**config.mk**
```make
export PLATFORM = sky130hd
export DESIGN_NAME = flag_branch_unit
export DESIGN_NICKNAME = d
export VERILOG_FILES = /design/src/rtl/flag_branch_unit.sv
export SDC_FILE = /design/constraint.sdc
export NUM_CORES = 1
export LEC_CHECK = 0
export BUFFER_PORTS_ARGS = -buffer_cell sky130_fd_sc_hd__buf_2
export CAP_MARGIN = 20
export CORE_MARGIN = 4
export CORE_UTILIZATION = 45
export CTS_CLUSTER_DIAMETER = 120
export DETAILED_ROUTE_END_ITERATION = 10
export PLACE_DENSITY = 0.7
export SYNTH_ARGS = -nofsm -noshare
export SYNTH_HDL_FRONTEND = slang
export SYNTH_SLANG_ARGS = --single-unit
```
**constraint.sdc**
```tcl
create_clock -name clk -period 6.1 [get_ports clk]
set_input_delay 1.22 -clock clk [delete_from_list [all_inputs] [get_ports clk]]
set_output_delay 1.22 -clock clk [all_outputs]
set_load 0.005 [all_outputs]
```
**src/rtl/flag_branch_unit.sv**
```systemverilog
// Post-ALU flag register and branch resolver for the single-cycle LEGv8 datapath.
// Holds NZCV, decides PC-select, and tracks a sticky control error and a taken-branch count.
module flag_branch_unit #(
    parameter int CNT_W = 32
) (
    input  logic             clk,
    input  logic             reset,
    input  logic             alu_negative,
    input  logic             alu_zero,
    input  logic             alu_overflow,
    input  logic             alu_carry_out,
    input  logic             set_flags,
    input  logic             alu_logic,
    input  logic             is_uncond,
    input  logic             is_cbz,
    input  logic             is_bcond,
    input  logic [3:0]       cond,
    input  logic             cnt_clear,
    output logic [3:0]       nzcv,
    output logic             take_branch,
    output logic             ctrl_error,
    output logic [CNT_W-1:0] taken_count
);

    logic flags_valid;
    logic multi_branch;
    logic bcond_no_flags;
    logic cond_true;

    function automatic logic cond_eval(input logic [3:0] f, input logic [3:0] c);
        logic n, z, cf, v;
        logic r;
        n  = f[3];
        z  = f[2];
        cf = f[1];
        v  = f[0];
        case (c)
            4'd0:    r = z;
            4'd1:    r = !z;
            4'd2:    r = cf;
            4'd3:    r = !cf;
            4'd4:    r = n;
            4'd5:    r = !n;
            4'd6:    r = v;
            4'd7:    r = !v;
            4'd8:    r = cf & !z;
            4'd9:    r = !cf | z;
            4'd10:   r = (n == v);
            4'd11:   r = (n != v);
            4'd12:   r = !z & (n == v);
            4'd13:   r = z | (n != v);
            default: r = 1'b1;
        endcase
        return r;
    endfunction

    function automatic logic [CNT_W-1:0] sat_inc(input logic [CNT_W-1:0] x);
        return (&x) ? x : x + 1'b1;
    endfunction

    assign cond_true      = cond_eval(nzcv, cond);
    assign multi_branch   = (is_uncond & is_cbz) | (is_uncond & is_bcond) | (is_cbz & is_bcond);
    assign bcond_no_flags = is_bcond & !flags_valid;

    always_comb begin
        take_branch = 1'b0;
        if (reset) begin
            take_branch = 1'b0;
        end else if (is_uncond) begin
            take_branch = 1'b1;
        end else if (is_cbz) begin
            take_branch = alu_zero;
        end else if (is_bcond) begin
            // B.cond before any flag-setting instruction never branches, even AL/NV
            take_branch = flags_valid & cond_true;
        end
    end

    always_ff @(posedge clk) begin
        if (reset) begin
            nzcv        <= 4'b0000;
            flags_valid <= 1'b0;
            ctrl_error  <= 1'b0;
            taken_count <= '0;
        end else begin
            if (set_flags) begin
                // Logical ops define no carry/overflow, so C and V are cleared
                nzcv        <= {alu_negative, alu_zero,
                                alu_carry_out & !alu_logic, alu_overflow & !alu_logic};
                flags_valid <= 1'b1;
            end
            if (multi_branch || bcond_no_flags) begin
                ctrl_error <= 1'b1;
            end
            if (cnt_clear) begin
                taken_count <= '0;
            end else if (take_branch) begin
                taken_count <= sat_inc(taken_count);
            end
        end
    end

endmodule

```
Yosys cells after proc, flatten, opt, wreduce, memory -nomap -nowiden
Index checks and enable logic that the tools add are counted.
{ "classes": {"addsub": 1, "n_eq_ne": 15, "n_mux": 5, "bitwise": 14, "reduce_logical": 11} }
{ "op_table": {"columns": ["operator", "n"], "rows": [
  ["$add A32 B1 Y32 const B", 1],
  ["$reduce_and A32 Y1", 1],
  ["$eq A4 B4 Y1 const B", 6],
  ["$eq A4 B3 Y1 const B", 4],
  ["$pmux W1 S14", 1],
  ["$and A1 B1 Y1", 9],
  ["$eq A4 B2 Y1 const B", 2],
  ["$logic_not A1 Y1", 6],
  ["$eq A4 B1 Y1 const B", 1],
  ["$logic_not A4 Y1", 1],
  ["$mux W1", 4],
  ["$or A1 B1 Y1", 4],
  ["$reduce_and A2 Y1", 1],
  ["$reduce_or A2 Y1", 1],
  ["$eq A1 B1 Y1", 1],
  ["$logic_or A1 B1 Y1", 1],
  ["$ne A1 B1 Y1", 1],
  ["$not A1 Y1", 1]
]} }
{ "word_totals": {"reg_bits": 38, "out_inout_bits": 38, "wordCells": 50} }

Depth between registers and ports, before layout
Gate-level depths: netlist (run 1).
{ "logic_depth": {"word_depth": 9, "ltp_mapped": 10, "mapped_depth_nobuf": 7} }

Worst setup path after synthesis (run 1)
OpenSTA, ideal clock, no wires.
{ "synth_timing": {"path_type": "in2out", "startpoint": "input cond[3]", "endpoint": "output take_branch", "t_arrival_ns": 2.268, "required_time_ns": 4.880, "path_slack_ns": 2.612, "stages": 7, "cell_sequence": "clkbuf_1 and3b_1 a22oi_1 mux2i_1 and2_1 buf_6 inv_1"} }
{ "synth_via": {"elab_chain_cells": 7, "elab_cells_between_ends": 20, "classes_between": "eq/ne (13); mux (5); bitwise (1); reduce/logical (1)"} }
{ "synth_rtl": {"columns": ["item", "line", "rtl"], "rows": [
  ["start: declaration", "17", "input logic [3:0] cond,"],
  ["$eq A4 B4 Y1 (tied with other cells)", "37", "case (c)"],
  ["$pmux W1 S14 (*)", "37", null],
  ["$and A1 B1 Y1 (*)", "75", "take_branch = flags_valid & cond_true;"],
  ["$mux W1 (*)", "73", "end else if (is_bcond) begin"],
  ["$mux W1 (*)", "71", "end else if (is_cbz) begin"],
  ["$mux W1 (*)", "69", "end else if (is_uncond) begin"],
  ["$mux W1 (*)", "67", "if (reset) begin"],
  ["end: declaration", "20", "output logic take_branch,"]
]} }
Every way passes the cells marked *; elsewhere a longest branch is shown, timed or not.

Worst setup path after layout (run 1)
{ "layout_timing": {"startpoint": "input reset", "endpoint": "output take_branch"} }
{ "layout_via": {"elab_chain_cells": 1} }
{ "layout_rtl": {"columns": ["item", "line", "rtl"], "rows": [
  ["start: declaration", "7", "input logic reset,"],
  ["$mux W1", "67", null]
]} }
Every way passes these cells.

==> results of run 1 <==
## final cells by class
cell class / count / area [sq um]
Multi-Input combinational cell: 194 / 1190
Clock inverter: 2 / 60.1
Timing Repair Buffer: 54 / 273
Tap cell: 52 / 65.1
Inverter: 4 / 15.0
Fill cell: 420 / 1940
Clock buffer: 6 / 82.6
Sequential cell: 38 / 761
## metal layers
layer  wire (um)  share of wire  vias up
li1            -              -     1027
met1        2270           0.49      903
met2        2050           0.44       41
met3         255          0.055        8
met4          63          0.014        0
met5           0              0        -
## cells in the final DEF, fill, tap and decap left out, types with 2 or more instances in the layout
cell type	netlist	layout
nand2b_1	2	2
nand2_1	21	21
a31oi_1	2	2
nand3_1	8	8
clkbuf_8	0	6
o21ai_0	16	16
o211ai_1	2	2
buf_2	3	53
nor3b_1	4	4
and4_1	5	5
nand4_1	12	12
dfxtp_1	38	38
and2_1	4	4
a31o_2	4	4
nor2_1	19	19
inv_1	4	4
mux2i_1	10	10
and3_1	3	3
or4_1	6	6
nor3_1	2	2
a21oi_1	27	27
nand3b_1	3	3
nor4_1	2	2
and3b_1	2	2
o31ai_1	5	5
bufinv_16	0	2
xnor2_1	2	2
or3_1	19	19
## worst register-to-register path, stage by stage (launching register included)
cell      delay (ps)
dfxtp_1          420
xor3_1           440
a311oi_1         300
a31oi_1          180
a21o_2           450
or4_1            570
a21oi_1          140
## through the flow
stage	instance area [sq um]	setup WS (ps)	hold slack, ps	instances
2_1_floorplan	2040	2610	448	252
3_3_place_gp	2300	2440	472	342
3_5_place_dp	2300	2350	461	342
4_1_cts	2440	2340	481	350
5_1_grt	2440	2200	514	350
6_report	2440	2340	476	350
## cells by family after synthesis
logic type / after synthesis / synth area share
XOR/XNOR: 4 / 0.0246
buffers and inverters: 20 / 0.0448
multiplexers: 10 / 0.0491
flip-flops: 38 / 0.373
AND/OR/NAND/NOR: 117 / 0.324
adder cells (fa/ha/maj): 1 / 0.00614
AO/OA/AOI/OAI: 62 / 0.178
## flip-flops by register name (all words and copies together) (netlist names)
name	cells
taken_count	32
flags_valid	1
nzcv	4
ctrl_error	1
## report_power, final
part	total (W)	internal [W]	switching (W)
Combinational	0.0000377	0.0000157	0.0000220
Sequential	0.000254	0.000251	0.00000306
Clock	0.000268	0.000175	0.0000938
Total	0.000560	0.000441	0.000119
## worst max path at each step
stage / start / to / slack [ps] / cells after the start
after global placement: cond[3] / take_branch / 2440 / 7
after CTS: reset / take_branch / 2340 / 7
after detailed placement: reset / take_branch / 2350 / 7
final: reset / take_branch / 2340 / 7
after floorplan: cond[3] / take_branch / 2610 / 7
after global routing: reset / take_branch / 2200 / 7
==> impl_results.md, run 1 <==
* DRT Wirelength at 4.64 mm
* Buf/Inv on CP at 3
* Post-Synthesis Cells at 252
* Syn nets at 269
* Vias in the first global route at 1657
* Outcome: complete, no violations
* Mapped cell area at 2040 sq um
* Final Util at 0.557
* Die footprint at 5670 sq um
* Worst-path clk slew at 80 ps
* Critical path type: primary input to primary output
* CTS tree: built
* Max Cap Viol at 0
* Synth-to-layout area growth at 19.8%
* RSZ-0062 raised after global routing: no
* Tmin final at 3760 ps
* Worst Setup End Kind: primary output
* Commonest cells in the netlist: dfxtp_1 (38), a21oi_1 (27), nand2_1 (21)
* Num CTS Buffers at 5
* Height of the die at 75.3 um
* Worst path cell trace: buf_2, nand4bb_1, a311oi_1, a31oi_1, and2_1, inv_1, buf_2
* Met2 Use GR at 0.265
* Worst rel slew slack at 0.481
* DRT Pass-1 Iters at 4
* Die Wd at 75.3 um
* Buffers inserted by post-CTS timing repair at 0
* Fmax at 266 MHz
* Ports at 54
* Met3 usage at 0.0462
* Top cell type's share of synthesized area at 0.373
* CP Max Fanout at 14
* Sequential element share of the synthesized area at 0.373
* WP data arrival at 2540 ps
* Met1 Track Usage GR at 0.235
* Detailed Place HPWL at 3.37 mm
* Most common cell in the netlist: dfxtp_1
* Antenna violations before repair at 0
* Synth warnings at 0
* Setup total negative slack at 0 ps
* Max Transition Viols Final at 0
* Routed WL per cell at 13.3 um
* GR peak layer: met2
* R2R depth at 6
* ANT cells at 0
* First-pass GRT wire length at 7.56 mm
* Crit path largest cell delay at 270 ps
* Vias per std cell at 5.65
* DR vias at 1979
* Ys flop type: dfxtp_1
* Starting density of the core at 0.465
* Routability Congestion at 0.824
* Tcrit/Tclk final at 0.617
* First DRT Iteration DRCs at 78
* Highest-delay cell along the critical path: nand4bb_1
* CP most frequent cell: buf_2
* Reg-to-Reg Start: nzcv[0]$_SDFFE_PP0P_
* Largest net degree at the start of global routing at 42
* Overflow after GRT at 0
* Root Buffer: clkbuf_8
* Clk_skew at 5.28 ps
* Core ar. at 4380 sq um
* R2R setup slack at 3540 ps
* Power Total at 0.000560 W
* Fraction of layout cells with a size suffix above 1 at 0.228
* Hold Crit Class: register to register
* Pleak at 0.985 nW
* CTS hold repair buffers at 0
* Worst hold start: ctrl_error$_SDFFE_PP0P_
* Post_cts resized at 0
* GRT Total Usage at 0.172
* Rows at 24
* H-tree levels at 2
* Post-route ant nets at 0
* Clk sinks at 38
* Number of synthesized flops with an enable pin at 0
* CP top delay family: simple AND/OR/NAND/NOR gates
* Nets at 314
* Residual DRC count at 0
* Synth area leaders: dfxtp_1 (37%), a21oi_1 (6.6%), or3_1 (5.8%), mux2i_1 (4.9%), o21ai_0 (3.9%)
* IO Port Bufs at 53
* Synth cell types at 45
* Asr flop ratio synth at 0
* Worst reg2reg path endpoint: taken_count[13]$_SDFFE_PP0P_
* CTS Buffer Depth at 2
* Synth area leader: dfxtp_1
* Setup-failing EPs final at 0
* Max VDD drop at 0.180 mV
* Tightest Pin Transition at 776 ps
* Hold Path Depth at 2
* Worst setup SP type: primary input
* Hold Fails Final Rpt at 0
* FF+latch count, synth at 38
* Worst skew pair latency at 290 ps
* Pwr/cell area at 229 nW/um^2
* Hold Path End: ctrl_error$_SDFFE_PP0P_
* Req. time, crit path at 4880 ps
* Syn_area_per_cell at 8.09 sq um
(Power assumes the default switching activity.)
==> inputs of run 2 (changes only) <==
ABC_AREA = 1   (was unset)
clock period = 3.4 ns   (was 6.1 ns; I/O delays follow)
==> impl_results.md, run 2 <==
* Setup crit start: cond[3]
* Rows at 27 (+13%)
* Worst hold start: flags_valid$_SDFFE_PP0P_
* Tmin final at 2340 ps
* Post_cts resized at 0 (unchanged)
* Max Transition Viols Final at 0 (unchanged)
* Starting density of the core at 0.474 (+0.00900)
* GR peak layer: met2
* Met3 usage at 0.0398 (-0.00637)
* Max Cap Viol at 0 (unchanged)
* Antenna violations before repair at 0 (unchanged)
* Ports at 54 (unchanged)
* Most common cell after layout, fill and taps aside: nand2_1
* DRT Pass-1 Iters at 5 (+1)
* Syn nets at 487 (+81%)
* Height of the die at 84.9 um (+13%)
* Worst setup SP type: primary input
* Root Buffer: clkbuf_8
* Number of synthesized flops with an enable pin at 0 (unchanged)
* DR vias at 2986 (+51%)
* Most frequent cells in the layout: nand2_1 (127), nor2_1 (83), inv_1 (79)
* CTS tree: built
* H-tree levels at 2 (unchanged)
* Overflow after GRT at 0 (unchanged)
* Tightest Pin Transition at 586 ps (-190 ps)
* Met1 Track Usage GR at 0.247 (+0.0121)
* CTS Buffer Depth at 2 (unchanged)
* Synth area leaders: dfxtp_1 (29%), nand2_1 (18%), nor2_1 (12%), inv_1 (11%), nand3_1 (8.9%)
* Synth cell types at 24 (-47%)
* Detailed Place HPWL at 5.18 mm (+54%)
* Clk_skew at 7.32 ps (+2.04 ps)
* Sequential element share of the synthesized area at 0.286 (-0.0870)
* Nets at 534 (+70%)
* Tcrit/Tclk final at 0.689
* Die footprint at 7200 sq um (+27%)
* First-pass GRT wire length at 12.3 mm (+62%)
* Fraction of layout cells with a size suffix above 1 at 0.139 (-0.0892)
* Setup-failing EPs final at 0 (unchanged)
* Routability Congestion at 0.928 (+13%)
* Die Wd at 84.9 um (+13%)
* Post-Synthesis Cells at 470 (+87%)
* Core ar. at 5610 sq um (+28%)
* Asr flop ratio synth at 0 (unchanged)
* Req. time, crit path at 2720 ps (-2160 ps)
* GRT Total Usage at 0.201 (+0.0292)
* Most common cell in the netlist: nand2_1
* IO Port Bufs at 53 (unchanged)
* Max reg flops at 32 (unchanged)
* Synth-to-layout area growth at 14.7%
* Fmax at 427 MHz
* CTS hold repair buffers at 0 (unchanged)
* Routed WL per cell at 11.7 um (-12%)
* Cell area after layout at 3050 sq um (+25%)
* Top cell type's share of synthesized area at 0.286 (-0.0870)
* Synth warnings at 0 (unchanged)
* Hold Fails Final Rpt at 0 (unchanged)
* Pleak at 1.37 nW (+39%)
* Worst Setup End Kind: primary output
* RSZ-0062 raised after global routing: no
* Setup total negative slack at 0 ps (unchanged)
* Mapped cell area at 2660 sq um (+30%)
* Outcome: complete, no violations
* WP data arrival at 1660 ps (-880 ps)
* Critical path type: primary input to primary output
* Synth area leader: dfxtp_1
* Vias per std cell at 5.06 (-10%)
* Largest registers: taken_count (32), nzcv (4)
* Hold Crit Class: register to register
* Reg-to-Reg Start: taken_count[1]$_SDFFE_PP0P_
* Pwr/cell area at 288 nW/um^2 (+26%)
* Post-route ant nets at 0 (unchanged)
* DRT Wirelength at 6.90 mm (+49%)
* Clk sinks at 38 (unchanged)
* Buffers inserted by post-CTS timing repair at 0 (unchanged)
* FF+latch count, synth at 38 (unchanged)
* Worst rel slew slack at 0.605 (+0.125)
* Syn_area_per_cell at 5.65 sq um (-30%)
* Ys flop type: dfxtp_1
* Commonest cells in the netlist: nand2_1 (127), nor2_1 (83), inv_1 (79)
* Residual DRC count at 0 (unchanged)
* Fill count at 622 (+48%)
* Dpl cell area at 2960 sq um (+29%)
* CP Max Fanout at 6 (-8)
* Met2 Use GR at 0.357 (+0.0920)
* Num CTS Buffers at 5 (unchanged)
* ANT cells at 0 (unchanged)
* Max VDD drop at 0.193 mV (+7.4%)
* Vias in the first global route at 2861 (+73%)
* R2R setup slack at 1170 ps (-2370 ps)
* Largest net degree at the start of global routing at 38 (-9.5%)
* Reg with most FFs: taken_count
* Worst skew pair latency at 290 ps (about the same)
* Worst-path clk slew at 80 ps (about the same)
* First DRT Iteration DRCs at 137 (+76%)
## run 2: cell types whose count changed after synthesis, sizes merged, moves of 12 or more
cell   previous run  this run
nor2             19        86
or3              19         0
nand2            21       128
inv               4        81
a21oi            27        15
o21ai            17         4
nand4            12        32
nand3             8        49
## run 2: cell families (layout without fill, tap and decap cells)
kind of cell,after synthesis,count (layout),share of synthesized area
flops,38,38,0.286
xor+xnor,2,2,0.00659
simple gates,311,311,0.514
fa+ha+maj,1,1,0.00471
compound gates,20,20,0.0386
buf+inv,98,146,0.150
## run 2: final cells by class
class                   count  area, sq um  area share
well taps                  72         90.1      0.0295
multi-input cells         334         1500       0.492
clock buffers               7         86.3      0.0283
flip-flops and latches     38          761       0.249
clock inverters             1         5.00     0.00164
inverters                  82          308       0.101
repair buffers             56          300      0.0985
## run 2: path summary, 6_finish.rpt
| kind | cells past startpoint | endpoint |
|---|---|---|
| hold reg to reg | 2 | flags_valid$_SDFFE_PP0P_ |
| setup / recovery | 12 | take_branch |
| hold / removal | 2 | flags_valid$_SDFFE_PP0P_ |
| setup reg to reg | 12 | taken_count[21]$_SDFFE_PP0P_ |
## run 2: metal layers
metal / wire [um] / up-vias
li1: - / 1570
met1: 3140 / 1329
met2: 3340 / 79
met3: 337 / 8
met4: 83 / 0
met5: 0 / -
## run 2: where the power goes
| part | leakage, nW | switching (W) | internal (W) |
|---|---|---|---|
| Sequential | 0.308 | 0.00000525 | 0.000451 |
| Combinational | 1.01 | 0.0000656 | 0.0000326 |
| Clock | 0.0482 | 0.000161 | 0.000164 |
## run 2: per-stage QoR
stage | power (W) | hold WS [ps] | utilization | instances | worst slack (ps)
2_1_floorplan | 0.000534 | 434 | - | 470 | 1430
4_1_cts | 0.000889 | 479 | 0.544 | 590 | 1070
5_1_grt | 0.000921 | 507 | 0.544 | 590 | 926
6_report | 0.000879 | 474 | 0.544 | 590 | 1060
3_3_place_gp | 0.000562 | 455 | 0.527 | 582 | 993
3_5_place_dp | 0.000565 | 465 | 0.527 | 582 | 945
## run 2: critical path, cell delays in order
cell     delay (ps)
buf_2           130
inv_1            60
nor2_1           90
nand2_1          50
nor2_1           80
nand2_1          50
nand2_1          70
nor2_1           40
nand2_1          60
nand2_1          70
a21oi_1         130
buf_2           130
